`src/rtl/inst_fetch_unit_pkg.sv`:
```
// Shared fetch definitions: FSM encodings, reset defaults and PC helpers,
// also used by the core's PC/branch logic.
package inst_fetch_unit_pkg;

   localparam logic [1:0] STATE_IDLE = 2'd0;
   localparam logic [1:0] STATE_WAIT = 2'd1;
   localparam logic [1:0] STATE_DROP = 2'd2;

   localparam logic [31:0] DEFAULT_RESET_ADDR = 32'h0000_0000;
   localparam logic [31:0] PC_INC             = 32'd4;
   localparam int          ENTRY_W            = 64;

   // Instruction addresses are always word aligned.
   function automatic logic [31:0] alignAddr(input logic [31:0] addr);
      return addr & ~32'h0000_0003;
   endfunction

endpackage

```
`src/rtl/inst_fetch_unit_fifo.sv`:
```
// Small prefetch FIFO holding {pc, inst} entries; flush empties it in one edge
// and takes priority over push/pop.
module inst_fetch_unit_fifo #(
   parameter int WIDTH = 64,
   parameter int DEPTH = 2
) (
   input  logic             clk,
   input  logic             rst_n,
   input  logic             push,
   input  logic             pop,
   input  logic             flush,
   input  logic [WIDTH-1:0] pushData,
   output logic [WIDTH-1:0] headData,
   output logic             full,
   output logic             empty
);

   localparam int PTR_W = (DEPTH > 1) ? $clog2(DEPTH) : 1;
   localparam int CNT_W = $clog2(DEPTH + 1);

   logic [WIDTH-1:0] mem [DEPTH];
   logic [PTR_W-1:0] rdPtr;
   logic [PTR_W-1:0] wrPtr;
   logic [CNT_W-1:0] count;

   function automatic logic [PTR_W-1:0] nextPtr(input logic [PTR_W-1:0] p);
      return (p == PTR_W'(DEPTH - 1)) ? '0 : p + 1'b1;
   endfunction

   assign headData = mem[rdPtr];
   assign full     = (count == CNT_W'(DEPTH));
   assign empty    = (count == '0);

   // Storage is cleared on reset so the head reads as zero until the first push.
   always_ff @(posedge clk or negedge rst_n) begin
      if (!rst_n) begin
         for (int i = 0; i < DEPTH; i++) begin
            mem[i] <= '0;
         end
         rdPtr <= '0;
         wrPtr <= '0;
         count <= '0;
      end else if (flush) begin
         rdPtr <= '0;
         wrPtr <= '0;
         count <= '0;
      end else begin
         if (push) begin
            mem[wrPtr] <= pushData;
            wrPtr      <= nextPtr(wrPtr);
         end
         if (pop) begin
            rdPtr <= nextPtr(rdPtr);
         end
         case ({push, pop})
            2'b10:   count <= count + 1'b1;
            2'b01:   count <= count - 1'b1;
            default: count <= count;
         endcase
      end
   end

endmodule

```
`src/rtl/inst_fetch_unit.sv`:
```
// Instruction fetch stage: owns the PC, keeps at most one memory read in flight
// and buffers returned words for the core in a 2-entry prefetch FIFO.
module inst_fetch_unit
   import inst_fetch_unit_pkg::*;
#(
   parameter logic [31:0] RESET_ADDR = DEFAULT_RESET_ADDR,
   parameter int          FIFO_DEPTH = 2
) (
   input  logic        clk,
   input  logic        rst_n,
   output logic        imem_req,
   output logic [31:0] imem_addr,
   input  logic        imem_ack,
   input  logic [31:0] imem_rdata,
   output logic [31:0] inst,
   output logic [31:0] inst_pc,
   output logic        inst_valid,
   input  logic        inst_ready,
   input  logic        redirect,
   input  logic [31:0] redirect_addr
);

   logic [1:0]         state;
   logic [1:0]         stateNext;
   logic [31:0]        fetchPc;
   logic [31:0]        fetchPcNext;
   logic [31:0]        reqAddr;
   logic               launch;
   logic               push;
   logic               pop;
   logic               fifoFull;
   logic               fifoEmpty;
   logic [ENTRY_W-1:0] headEntry;

   // A new read only starts when the FIFO has room for its result.
   assign launch     = (state == STATE_IDLE) && !redirect && !fifoFull;
   assign push       = (state == STATE_WAIT) && imem_ack && !redirect;
   assign pop        = inst_valid && inst_ready;

   assign imem_req   = (state != STATE_IDLE);
   assign imem_addr  = imem_req ? reqAddr : fetchPc;
   assign inst_valid = !fifoEmpty;
   assign inst       = headEntry[31:0];
   assign inst_pc    = headEntry[63:32];

   // Next-state and PC update; an ack arriving outside WAIT/DROP is ignored.
   always_comb begin
      stateNext   = state;
      fetchPcNext = fetchPc;
      case (state)
         STATE_IDLE: begin
            if (redirect) begin
               fetchPcNext = alignAddr(redirect_addr);
            end else if (launch) begin
               stateNext = STATE_WAIT;
            end
         end
         STATE_WAIT: begin
            if (redirect) begin
               fetchPcNext = alignAddr(redirect_addr);
               stateNext   = imem_ack ? STATE_IDLE : STATE_DROP;
            end else if (imem_ack) begin
               fetchPcNext = reqAddr + PC_INC;
               stateNext   = STATE_IDLE;
            end
         end
         STATE_DROP: begin
            if (redirect) begin
               fetchPcNext = alignAddr(redirect_addr);
            end
            if (imem_ack) begin
               stateNext = STATE_IDLE;
            end
         end
         default: begin
            stateNext = STATE_IDLE;
         end
      endcase
   end

   // reqAddr is latched at launch so the address stays put even if a redirect
   // moves fetchPc while the read is still outstanding.
   always_ff @(posedge clk or negedge rst_n) begin
      if (!rst_n) begin
         state   <= STATE_IDLE;
         fetchPc <= RESET_ADDR;
         reqAddr <= RESET_ADDR;
      end else begin
         state   <= stateNext;
         fetchPc <= fetchPcNext;
         if (launch) begin
            reqAddr <= fetchPc;
         end
      end
   end

   inst_fetch_unit_fifo #(
      .WIDTH (ENTRY_W),
      .DEPTH (FIFO_DEPTH)
   ) fetchFifo (
      .clk      (clk),
      .rst_n    (rst_n),
      .push     (push),
      .pop      (pop),
      .flush    (redirect),
      .pushData ({reqAddr, imem_rdata}),
      .headData (headEntry),
      .full     (fifoFull),
      .empty    (fifoEmpty)
   );

endmodule

```
`config.mk`:
```
export PLATFORM = sky130hd
export DESIGN_NAME = inst_fetch_unit
export DESIGN_NICKNAME = d
export VERILOG_FILES = /design/src/rtl/inst_fetch_unit_pkg.sv /design/src/rtl/inst_fetch_unit_fifo.sv /design/src/rtl/inst_fetch_unit.sv
export SDC_FILE = /design/constraint.sdc
export NUM_CORES = 1
export LEC_CHECK = 0
export CORE_ASPECT_RATIO = 0.6
export CORE_MARGIN = 2
export CORE_UTILIZATION = 65
export CTS_CLUSTER_DIAMETER = 120
export CTS_CLUSTER_SIZE = 20
export DETAILED_ROUTE_END_ITERATION = 6
export DONT_BUFFER_PORTS = 1
export PLACE_DENSITY_LB_ADDON = 0.3
export SLEW_MARGIN = 0
export SYNTH_ARGS = -nofsm -noshare
export SYNTH_HDL_FRONTEND = slang
export SYNTH_SLANG_ARGS = --single-unit
export TNS_END_PERCENT = 10
```
`constraint.sdc`:
```
create_clock -name clk -period 3.92 [get_ports clk]
set_clock_uncertainty 0.2 [all_clocks]
set_input_delay 0.196 -clock clk [delete_from_list [all_inputs] [get_ports clk]]
set_output_delay 0.196 -clock clk [all_outputs]
set_load 0.005 [all_outputs]
```
==> results of run 1 <==
## what timing repair did
| item | CTS | global route |
|---|---|---|
| endpoints found under the setup margin | 0 | 0 |
| gates resized for setup | 0 | 0 |
| setup buffers | 0 | 0 |
| hold endpoints to repair | 309 | 198 |
## placed cells by master (no fill, tap or decap), types with 3 or more instances in the layout
| cell | Yosys | final |
|---|---|---|
| nor2b_1 | 4 | 4 |
| mux2_1 | 3 | 3 |
| clkbuf_16 | 0 | 17 |
| a32oi_1 | 21 | 21 |
| dfrtp_1 | 198 | 197 |
| a21oi_1 | 6 | 6 |
| mux2i_1 | 6 | 6 |
| and4_1 | 3 | 3 |
| and3_2 | 3 | 3 |
| xor2_1 | 5 | 5 |
| dlygate4sd3_1 | 0 | 68 |
| buf_4 | 13 | 7 |
| inv_8 | 0 | 4 |
| mux2_2 | 243 | 243 |
| nand2_1 | 35 | 35 |
| nor3_1 | 12 | 12 |
| inv_1 | 4 | 4 |
| inv_6 | 0 | 3 |
| o21ai_0 | 32 | 32 |
| nor2_1 | 16 | 16 |
| nand4_1 | 5 | 5 |
| nand3_1 | 12 | 12 |
| xnor2_1 | 25 | 25 |
| o21ai_1 | 8 | 8 |
## per-layer routing
metal / up-vias / global-route usage, % / routed length (µm)
li1: 2680 / - / -
met1: 3074 / 38.1 / 9030
met2: 215 / 44.9 / 10200
met3: 32 / 7.64 / 1460
met4: 0 / 9.16 / 326
met5: - / 0 / 0
## report_power, final
part	switching [W]	leakage, nW	internal (W)	total [W]
clock network	0.000818	0.284	0.000864	0.00168
registers	0.000551	2.50	0.00274	0.00329
logic	0.000714	1.83	0.00100	0.00171
total	0.00208	4.62	0.00460	0.00668
## area by class of cell
cell class / instances / area (µm²)
Clock buffer: 18 / 439
Clock inverter: 14 / 139
Fill cell: 904 / 3590
Inverter: 5 / 18.8
Multi-Input combinational cell: 463 / 4170
Sequential cell: 198 / 4960
Tap cell: 198 / 248
Timing Repair Buffer: 77 / 773
## registers in the layout, summed over array words and instances, names as in the netlist
register and cells:
state 2, fetchFifo.mem 128, fetchFifo.rdPtr 1, reqAddr 32, fetchFifo.count 2, fetchPc 32, fetchFifo.wrPtr 1
## per-stage QoR
step | std cells | power (W) | utilization, %
after floorplan | 720 | 0.00455 | -
after global placement | 872 | 0.00480 | 66.0
after detailed placement | 872 | 0.00495 | 66.0
after CTS | 973 | 0.00671 | 74.9
after global routing | 973 | 0.00705 | 74.9
final | 973 | 0.00668 | 74.9
## worst paths after layout
| path | to | slack (ps) |
|---|---|---|
| setup / recovery | fetchFifo.mem[110]$_DFFE_PN0P_ | 990 |
| hold / removal | fetchFifo.mem[51]$_DFFE_PN0P_ | -740 |
| setup reg to reg | fetchFifo.mem[110]$_DFFE_PN0P_ | 990 |
| hold reg to reg | fetchFifo.mem[45]$_DFFE_PN0P_ | 280 |
| max in group asynchronous | fetchFifo.mem[119]$_DFFE_PN0P_ | 3890 |
| min in group clk | fetchFifo.wrPtr$_DFFE_PN0P_ | 80 |
## cell families (layout without fill, tap and decap cells)
kind of cell             Yosys count  count (layout)  share of synthesized area (%)
AO/OA/AOI/OAI                     73              73                           4.90
XOR/XNOR                          30              30                           2.78
adder cells (fa/ha/maj)            1               1                          0.132
buffers and inverters             59             114                           3.46
flip-flops                       198             198                           52.5
multiplexers                     252             252                           30.0
AND/OR/NAND/NOR                  107             107                           6.28
==> metrics.yaml, run 1 <==
path_depth: 5
vdd_drop_max_mv: 0.298
postLayoutCellArea_um2: 10700
setup_tns_ps: 0
num_rows: 34
cts_tree: "built"
vias_per_cell: 6.17
final_max_slew_viol_count: 0
first_pass_iters: 5
power.density_nw_per_um2: 622
initialDrtViolationCount: 448
netlist_area_um2: 9440
die_h_um: 97.4
cp.arrival_ps: 3030
cp-start-kind: "register"
status: "complete, but fails checks"
path_delay_family: "simple AND/OR/NAND/NOR gates"
yosysWarnings: 0
diodes: 0
critPathMaxStageDelay_ps: 620
place_ws_ps: 1030
ys_top_cells_by_area: "dfrtp_1 52%, mux2_2 29%, xnor2_1 2.3%, a32oi_1 1.9%, o21ai_0 1.7%"
ant_nets: 0
synth_cell_types: 46
worst_pin_slew_ps: 1050
core-area_um2: 14300
grt_pass1_wl_mm: 34.4
cap_viol_max_count: 0
path_buf_inv: 1
finalCriticalPeriod_ps: 2930
nNetsFinal: 832
ys_ff_latch: 198
syn_avg_cell_area_um2: 13.1
critical_path.startpoint: "state[1]$_DFFE_PN0P_"
whs_ps: -739
path_max_fanout: 44
clk_pin_slew_ps: 80
fp.dieW_um: 160
vias: 6001
crit_chain: "nor2b_1, nand2_4, nor2_4, buf_12, mux2_2"
cts_buffer_depth: 2
post_route_cells_drive_above_1_share_pct: 38.8
netlist_top_cells_count: "243 x mux2_2, 198 x dfrtp_1, 35 x nand2_1, 32 x o21ai_0, 25 x xnor2_1"
critPathKind: "reg2reg"
cp-end-kind: "register"
fin_crit_sh_pct: 74.7
violations: "hold timing"
synthArstFlopShare_pct: 100
gr-total-overflow: 0
cts_sinks: 198
io_pins: 167
ys.flop_type: "dfrtp_1"
grt_max_degree: 199
grt_pass1_vias: 6437
synthDominantCellAreaShare_pct: 52.5
final.setup.worst_slack_ps: 993
io_buffers: 0
worstPathRequired_ps: 4030
dp_hpwl_mm: 13.1
die_area_um2: 15500
syn-num-nets: 790
wl_mm: 21.0
h-tree-depth: 4
cts_hold_buf: 69
start_util_pct: 65.9
clock_latency_ps: 420
relSlewSlack_pct: 29.9
synthCells: 720
fmax_mhz: 342
setup_viol: 0
slowest_stage: "nor2_4"
gp_congestion: 0.827
synthMostInstantiatedCell: "mux2_2"
area_delta_synth_final_pct: 13.8
reg2reg_from: "state[1]$_DFFE_PN0P_"
drcViolationCount: 0
clock-root-buffer: "clkbuf_16"
grt_setup_unrepaired: "no"
ys_seq_area_share_pct: 52.5
cts_buffers: 17
hold_violations: 198
antenna_found_initial: 0
reg2reg_depth: 5
synth_edf_count: 0
synth_top_area_cell: "dfrtp_1"
hold_path.class: "in2async"
wire_per_inst_um: 21.6
grt_usage_pct: 28.2
place_area_um2: 9460
total_leakage_power_nw: 4.62
Note: power is estimated with default switching activity, not from simulation.
==> inputs of run 2 (changes only) <==
--- a/config.mk
+++ b/config.mk
@@ -5,9 +5,10 @@
 export SDC_FILE = /design/constraint.sdc
 export NUM_CORES = 1
 export LEC_CHECK = 0
+export ABC_AREA = 1
 export CORE_ASPECT_RATIO = 0.6
 export CORE_MARGIN = 2
-export CORE_UTILIZATION = 65
+export CORE_UTILIZATION = 64
 export CTS_CLUSTER_DIAMETER = 120
 export CTS_CLUSTER_SIZE = 20
 export DETAILED_ROUTE_END_ITERATION = 6
==> constraint.sdc (replaced) <==
create_clock -name clk -period 2.75 [get_ports clk]
set_clock_uncertainty 0.2 [all_clocks]
set_input_delay 0.1375 -clock clk [delete_from_list [all_inputs] [get_ports clk]]
set_output_delay 0.1375 -clock clk [all_outputs]
set_load 0.005 [all_outputs]
==> run 2 against run 1 <==
The flow still finishes with violations (hold timing). Hold slack got worse by 64 ps. Total power grew 75%. Critical endpoint is now imem_addr[12]. Cell count grew 55%. Synthesized cell count rose by 76%. Wire length rose by 18%. Non-clock buffer count rose by 3. Worst setup slack got worse by 490 ps. Die area grew 3.2%. Combinational power is 150% higher. Core utilization down 0.17 points. Via count up 41%.
==> metrics.yaml, run 2 <==
status: "complete, but fails checks"  # unchanged
violations: "hold timing"  # unchanged
worst_pin_slew_ps: 685  # was 1050 ps
vias: 8440  # was 6001
hold_violations: 198  # unchanged
ys_top_cells_by_area: "dfrtp_1 52%, nand2_1 20%, o21ai_1 7.2%, nor2_1 3.8%, inv_1 3.4%"  # was dfrtp_1 52%, mux2_2 29%, xnor2_1 2.3%, a32oi_1 1.9%, o21ai_0 1.7%
power.density_nw_per_um2: 1070  # was 622 nW/µm²
final_max_slew_viol_count: 0  # unchanged
dp_hpwl_mm: 15.9  # was 13.1 mm
yosysWarnings: 0  # unchanged
worstPathRequired_ps: 2410  # was 4030 ps
whs_ps: -803  # was -739 ps
grt_setup_unrepaired: "no"  # unchanged
hold_path.class: "in2async"  # unchanged
relSlewSlack_pct: 54.4  # was 29.9%
synthCells: 1269  # was 720
wire_per_inst_um: 16.4  # was 21.6 µm
synthDominantCellAreaShare_pct: 51.6  # was 52.5%
initialDrtViolationCount: 891  # was 448
cts_sinks: 198  # unchanged
fin_crit_sh_pct: 81.9
synth_top_area_cell: "dfrtp_1"  # unchanged
critPathKind: "reg2out"  # was reg2reg
cp.arrival_ps: 1910  # was 3030 ps
gp_congestion: 0.915  # was 0.827
ys_seq_area_share_pct: 51.6  # was 52.5%
fmax_mhz: 444
critical_path.startpoint: "state[1]$_DFFE_PN0P_"  # unchanged
vdd_drop_max_mv: 0.695  # was 0.298 mV
synthMostInstantiatedCell: "nand2_1"  # was mux2_2
cts_tree: "built"  # unchanged
area_delta_synth_final_pct: 13.6  # was 13.8%
slowest_stage: "buf_4"  # was nor2_4
critPathMaxStageDelay_ps: 510  # was 620 ps
place_area_um2: 9670  # was 9460 µm²
cts_hold_buf: 65  # was 69
finalCriticalPeriod_ps: 2250
grt_pass1_wl_mm: 40.6  # was 34.4 mm
start_util_pct: 65.8  # was 65.9%
ant_nets: 0  # unchanged
netlist_area_um2: 9610  # was 9440 µm²
io_buffers: 0  # unchanged
post_route_cells_drive_above_1_share_pct: 5.64  # was 38.8%
cap_viol_max_count: 0  # unchanged
first_pass_iters: 5  # unchanged
fp.dieW_um: 162  # was 160 µm
io_pins: 167  # unchanged
path_max_fanout: 66  # was 44
synthArstFlopShare_pct: 100  # unchanged
grt_max_degree: 199  # unchanged
synth_cell_types: 30  # was 46
syn_avg_cell_area_um2: 7.57  # was 13.1 µm²
total_leakage_power_nw: 5.41  # was 4.62 nW
setup_viol: 0  # unchanged
final_common_cell: "nand2_1"  # was mux2_2
path_delay_family: "buffers and inverters"  # was simple AND/OR/NAND/NOR gates
postLayoutCellArea_um2: 10900  # was 10700 µm²
grt_pass1_vias: 7989  # was 6437
clk_pin_slew_ps: 80  # about the same
syn-num-nets: 1339  # was 790
die_area_um2: 16000  # was 15500 µm²
reg_top3: "fetchFifo.mem (128), fetchPc (32), reqAddr (32)"  # unchanged
setup_tns_ps: 0  # unchanged
core-area_um2: 14600  # was 14300 µm²
clock-root-buffer: "clkbuf_16"  # unchanged
ys.flop_type: "dfrtp_1"  # unchanged
drcViolationCount: 0  # unchanged
cp-start-kind: "register"  # unchanged
grt_usage_pct: 32.2  # was 28.2%
die_h_um: 98.9  # was 97.4 µm
cts_buffers: 17  # unchanged
gr-total-overflow: 0  # unchanged
ys_ff_latch: 198  # unchanged
synth_edf_count: 0  # unchanged
largest_reg_flops: 128  # unchanged
crit_chain: "nor2_4, buf_4, nand2_1, o21ai_0"  # was nor2b_1, nand2_4, nor2_4, buf_12, mux2_2
layout_common_cells: "501 x nand2_1, 197 x dfrtp_1, 139 x o21ai_1"  # was 243 x mux2_2, 197 x dfrtp_1, 68 x dlygate4sd3_1
num_rows: 34  # unchanged
h-tree-depth: 4  # unchanged
top_register: "fetchFifo.mem"  # unchanged
netlist_top_cells_count: "502 x nand2_1, 198 x dfrtp_1, 139 x o21ai_1, 96 x nor2_1, 88 x inv_1"  # was 243 x mux2_2, 198 x dfrtp_1, 35 x nand2_1, 32 x o21ai_0, 25 x xnor2_1
path_buf_inv: 1  # unchanged
cts_buffer_depth: 2  # unchanged
cp-end-kind: "primary output"  # was register
nNetsFinal: 1370  # was 832
antenna_found_initial: 1  # was 0
clock_latency_ps: 430  # was 420 ps
reg2reg_from: "state[0]$_DFFE_PN0P_"  # was state[1]$_DFFE_PN0P_
wl_mm: 24.9  # was 21.0 mm
fin_util_pct: 74.8  # was 74.9%
vias_per_cell: 5.58  # was 6.17
-- run 2: changes by cell type after synthesis, sizes merged, moves of 8 or more --
cell    before  now
nor3        13    1
a32oi       21    0
nand2       37  510
a21oi        6   35
o21ai       41  199
inv          5   93
clkbuf      21   13
nor2        18  107
nand3       13   38
mux2       246    0
buf         33   55
xnor2       25    1
-- run 2: timing repair --
item	CTS	global route
gates resized for setup	0	0
endpoints found under the hold margin	307	198
buffers inserted	0	0
-- run 2: worst paths after layout --
| kind | end | slack [ps] | depth (start not counted) |
|---|---|---|---|
| worst max-delay path | imem_addr[12] | 500 | 4 |
| worst min-delay path | fetchFifo.mem[27]$_DFFE_PN0P_ | -800 | 0 |
| worst max register to register | fetchPc[30]$_DFFE_PN0P_ | 680 | 7 |
| worst min register to register | fetchFifo.mem[111]$_DFFE_PN0P_ | 290 | 2 |
| max in group asynchronous | fetchFifo.mem[52]$_DFFE_PN0P_ | 2810 | 0 |
| min in group clk | fetchFifo.mem[92]$_DFFE_PN0P_ | 200 | 3 |
-- run 2: cell families (layout without fill, tap and decap cells) --
family	count (synthesis)	in the layout	share of synthesized area (%)
AND/OR/NAND/NOR	659	659	27.4
AO/OA/AOI/OAI	245	245	13.0
flip-flops	198	198	51.6
buffers and inverters	161	205	7.52
XOR/XNOR	5	5	0.456
adder cells (fa/ha/maj)	1	1	0.130
other	0	1	0
-- run 2: worst register-to-register path, delay by kind of cell, from the launching register on --
family	cells	cell delay [ps]
flops	1	460
buf+inv	2	720
simple gates	5	650
-- run 2: final cells by class --
type,count,area (µm²)
well taps,198,248
flip-flops and latches,198,4960
clock inverters,14,161
inverters,93,349
clock buffers,18,429
repair buffers,80,813
multi-input cells,910,3950
diodes,1,2.50
fillers,1125,3680
-- run 2: per-stage QoR --
step	std cells	total power [W]	setup WS, ps
6_report	1512	0.0117	498
3_3_place_gp	1414	0.00882	798
3_5_place_dp	1414	0.00900	760
5_1_grt	1512	0.0125	427
2_1_floorplan	1269	0.00787	1140
4_1_cts	1511	0.0116	546
-- run 2: layer usage --
layer  track usage [%]  up-vias  wire, µm
li1                  -     4071         -
met1              47.5     3980     11100
met2              48.1      352     11000
met3              8.38       37      2440
met4              7.90        0       301
met5                 0        -         0
-- run 2: report_power, final --
part | internal, W | leakage [nW] | switching [W] | total (W)
Combinational | 0.00132 | 2.62 | 0.00288 | 0.00420
Clock | 0.00130 | 0.287 | 0.00121 | 0.00251
Sequential | 0.00411 | 2.50 | 0.000857 | 0.00496
Total | 0.00673 | 5.41 | 0.00494 | 0.0117
==> inputs of run 3 (changes only) <==
--- a/config.mk
+++ b/config.mk
@@ -8,7 +8,7 @@
 export ABC_AREA = 1
 export CORE_ASPECT_RATIO = 0.6
 export CORE_MARGIN = 2
-export CORE_UTILIZATION = 64
+export CORE_UTILIZATION = 58
 export CTS_CLUSTER_DIAMETER = 120
 export CTS_CLUSTER_SIZE = 20
 export DETAILED_ROUTE_END_ITERATION = 6
==> constraint.sdc (replaced) <==
create_clock -name clk -period 2 [get_ports clk]
set_clock_uncertainty 0.2 [all_clocks]
set_input_delay 0.1 -clock clk [delete_from_list [all_inputs] [get_ports clk]]
set_output_delay 0.1 -clock clk [all_outputs]
set_load 0.005 [all_outputs]
==> run 3 against run 2 <==
The flow still finishes with violations (hold timing). Flip-flop and latch count unchanged. Die area up 10%. Critical path depth unchanged. Final area up 0.22%. First-iteration DRC count down 5.6%. Non-clock buffer count up 2. Worst setup slack worse by 400 ps. Wire length down 1.4%. Sequential share of layout area down 0.099 points. Clock power up 28%. Cell count up 0.66%. Critical path type unchanged. Critical endpoint is now imem_addr[14].
==> metrics.yaml, run 3 (synthesis results as in run 2) <==
status: "complete, but fails checks"  # unchanged
violations: "hold timing"  # unchanged
io_buffers: 0  # unchanged
cts_sinks: 198  # unchanged
diodes: 0  # was 1
relSlewSlack_pct: 70.1  # was 54.4%
cp-end-kind: "primary output"  # unchanged
p_total_w: 0.0159  # was 0.0117 W
final.setup.worst_slack_ps: 94.7  # was 498 ps
fin_crit_sh_pct: 95.3
vias_per_cell: 5.44  # was 5.58
power.density_nw_per_um2: 1450  # was 1070 nW/µm²
grt_pass1_vias: 7589  # was 7989
whs_ps: -831  # was -803 ps
fin_util_pct: 67.4  # was 74.8%
first_pass_iters: 5  # unchanged
grt_pass1_wl_mm: 39.8  # was 40.6 mm
grt_usage_pct: 28.6  # was 32.2%
h-tree-depth: 4  # unchanged
r2r_slack_ps: 130  # was 680 ps
top_register: "fetchFifo.mem"  # unchanged
largest_reg_flops: 128  # unchanged
endpoint: "imem_addr[14]"  # was imem_addr[12]
n_fill_cell: 1343  # was 1125
intPower_w: 0.00917  # was 0.00673 W
path_max_fanout: 66  # unchanged
vias: 8284  # was 8440
wire_per_inst_um: 16.1  # was 16.4 µm
grt_max_degree: 199  # unchanged
core-area_um2: 16200  # was 14600 µm²
gr-total-overflow: 0  # unchanged
fmax_mhz: 525
setup_viol: 0  # unchanged
antenna_found_initial: 0  # was 1
cap_viol_max_count: 0  # unchanged
worstPathRequired_ps: 1700  # was 2410 ps
worst_pin_slew_ps: 447  # was 685 ps
p_seq_share_pct: 42.7  # was 42.5%
hold_violations: 198  # unchanged
start_util_pct: 59.2  # was 65.8%
num_rows: 36  # was 34
ant_nets: 0  # unchanged
layout_common_cells: "501 x nand2_1, 197 x dfrtp_1, 142 x o21ai_1"  # was 501 x nand2_1, 197 x dfrtp_1, 139 x o21ai_1
grt_setup_unrepaired: "yes"  # was no
reg2reg_from: "reqAddr[2]$_DFFE_PN0P_"  # was state[0]$_DFFE_PN0P_
io_pins: 167  # unchanged
vdd_drop_max_mv: 0.649  # was 0.695 mV
die_area_um2: 17600  # was 16000 µm²
clk_pin_slew_ps: 70  # was 80 ps
dp_hpwl_mm: 15.7  # was 15.9 mm
area_delta_synth_final_pct: 13.8  # was 13.6%
p_comb_share_pct: 37.1  # was 36.0%
initialDrtViolationCount: 841  # was 891
finalCriticalPeriod_ps: 1910
nNetsFinal: 1372  # was 1370
fp.dieW_um: 170  # was 162 µm
die_h_um: 104  # was 98.9 µm
cts_hold_buf: 65  # unchanged
critPathKind: "reg2out"  # unchanged
total_leakage_power_nw: 5.41  # about the same
post_route_cells_drive_above_1_share_pct: 5.86  # was 5.64%
final_common_cell: "nand2_1"  # unchanged
cts_buffer_depth: 2  # unchanged
clock-root-buffer: "clkbuf_16"  # unchanged
cts_buffers: 17  # unchanged
rr_endpoint: "fetchPc[26]$_DFFE_PN0P_"  # was fetchPc[30]$_DFFE_PN0P_
cp.arrival_ps: 1610  # was 1910 ps
critical_path.startpoint: "state[1]$_DFFE_PN0P_"  # unchanged
hold_path.class: "in2async"  # unchanged
pwr-share-clk_pct: 20.2  # was 21.5%
cp-start-kind: "register"  # unchanged
cts_tree: "built"  # unchanged
gp_congestion: 0.934  # was 0.915
drcViolationCount: 0  # unchanged
place_ws_ps: 172  # was 760 ps
clock_latency_ps: 420  # was 430 ps
p_sw_w: 0.00669  # was 0.00494 W
swShare_pct: 42.2  # was 42.4%
reg2reg_depth: 10  # was 7
final_max_slew_viol_count: 0  # unchanged
reg_top3: "fetchFifo.mem (128), fetchPc (32), reqAddr (32)"  # unchanged
wl_mm: 24.5  # was 24.9 mm
==> run 3: cell count changes in the layout (fill, tap and decap cells not counted), moves of 2 or more <==
cell / previous run / this run
o21ai_0: 60 / 57
clkinvlp_4: 1 / 3
o21ai_1: 139 / 142
inv_6: 4 / 1
buf_12: 4 / 7
==> run 3: how the worst min path moves through the flow <==
stage                      from                              to  cells after the start
final                     rst_n   fetchFifo.mem[38]$_DFFE_PN0P_                      0
after global routing      rst_n  fetchFifo.mem[104]$_DFFE_PN0P_                      0
after CTS                 rst_n   fetchFifo.mem[38]$_DFFE_PN0P_                      0
after detailed placement  rst_n   fetchFifo.mem[38]$_DFFE_PN0P_                      0
after global placement    rst_n   fetchFifo.mem[38]$_DFFE_PN0P_                      0
after floorplan           rst_n  fetchFifo.count[0]$_DFFE_PN0P_                      0
==> run 3: final cells by class <==
type / count / area (µm²) / share of cell area [%]
Sequential cell: 198 / 4960 / 45.3
Multi-Input combinational cell: 910 / 3960 / 36.2
Timing Repair Buffer: 82 / 866 / 7.92
Clock buffer: 17 / 425 / 3.89
Inverter: 93 / 349 / 3.19
Tap cell: 209 / 262 / 2.39
Clock inverter: 13 / 120 / 1.10
==> run 3: power groups by stage <==
stage | clock network [W] | logic, W | registers [W]
4_1_cts | 0.00327 | 0.00580 | 0.00674
3_5_place_dp | 0 | 0.00567 | 0.00679
5_1_grt | 0.00342 | 0.00668 | 0.00698
2_1_floorplan | 0 | 0.00430 | 0.00652
3_3_place_gp | 0 | 0.00551 | 0.00675
6_report | 0.00321 | 0.00588 | 0.00677
==> run 3: per-layer routing <==
layer	GRT usage (%)	up-vias	part of all wire [%]
met5	0	-	0
met4	5.56	0	0.72
met1	43.6	3828	46
met2	40.3	365	42
met3	8.98	15	11
li1	-	4076	-
==> run 3: timing repair <==
action / CTS / global route
resized for setup: 0 / 5
setup endpoints to repair: 0 / 6
buffers inserted: 0 / 1
hold endpoints to repair: 310 / 198
==> run 3: critical path, stage by stage, from the launching register on <==
cell and delay (ps):
dfrtp_1 470, nor2_4 150, buf_12 260, nand2_1 80
o21ai_1 190
==> run 3: through the flow <==
step | area (µm²) | TNS [ps] | std cells | hold WS, ps
3_3_place_gp | 9720 | 0 | 1426 | -392
2_1_floorplan | 9610 | 0 | 1269 | -396
3_5_place_dp | 9720 | 0 | 1426 | -389
4_1_cts | 10900 | 0 | 1521 | -852
6_report | 10900 | 0 | 1522 | -831
5_1_grt | 10900 | -40.3 | 1522 | -860
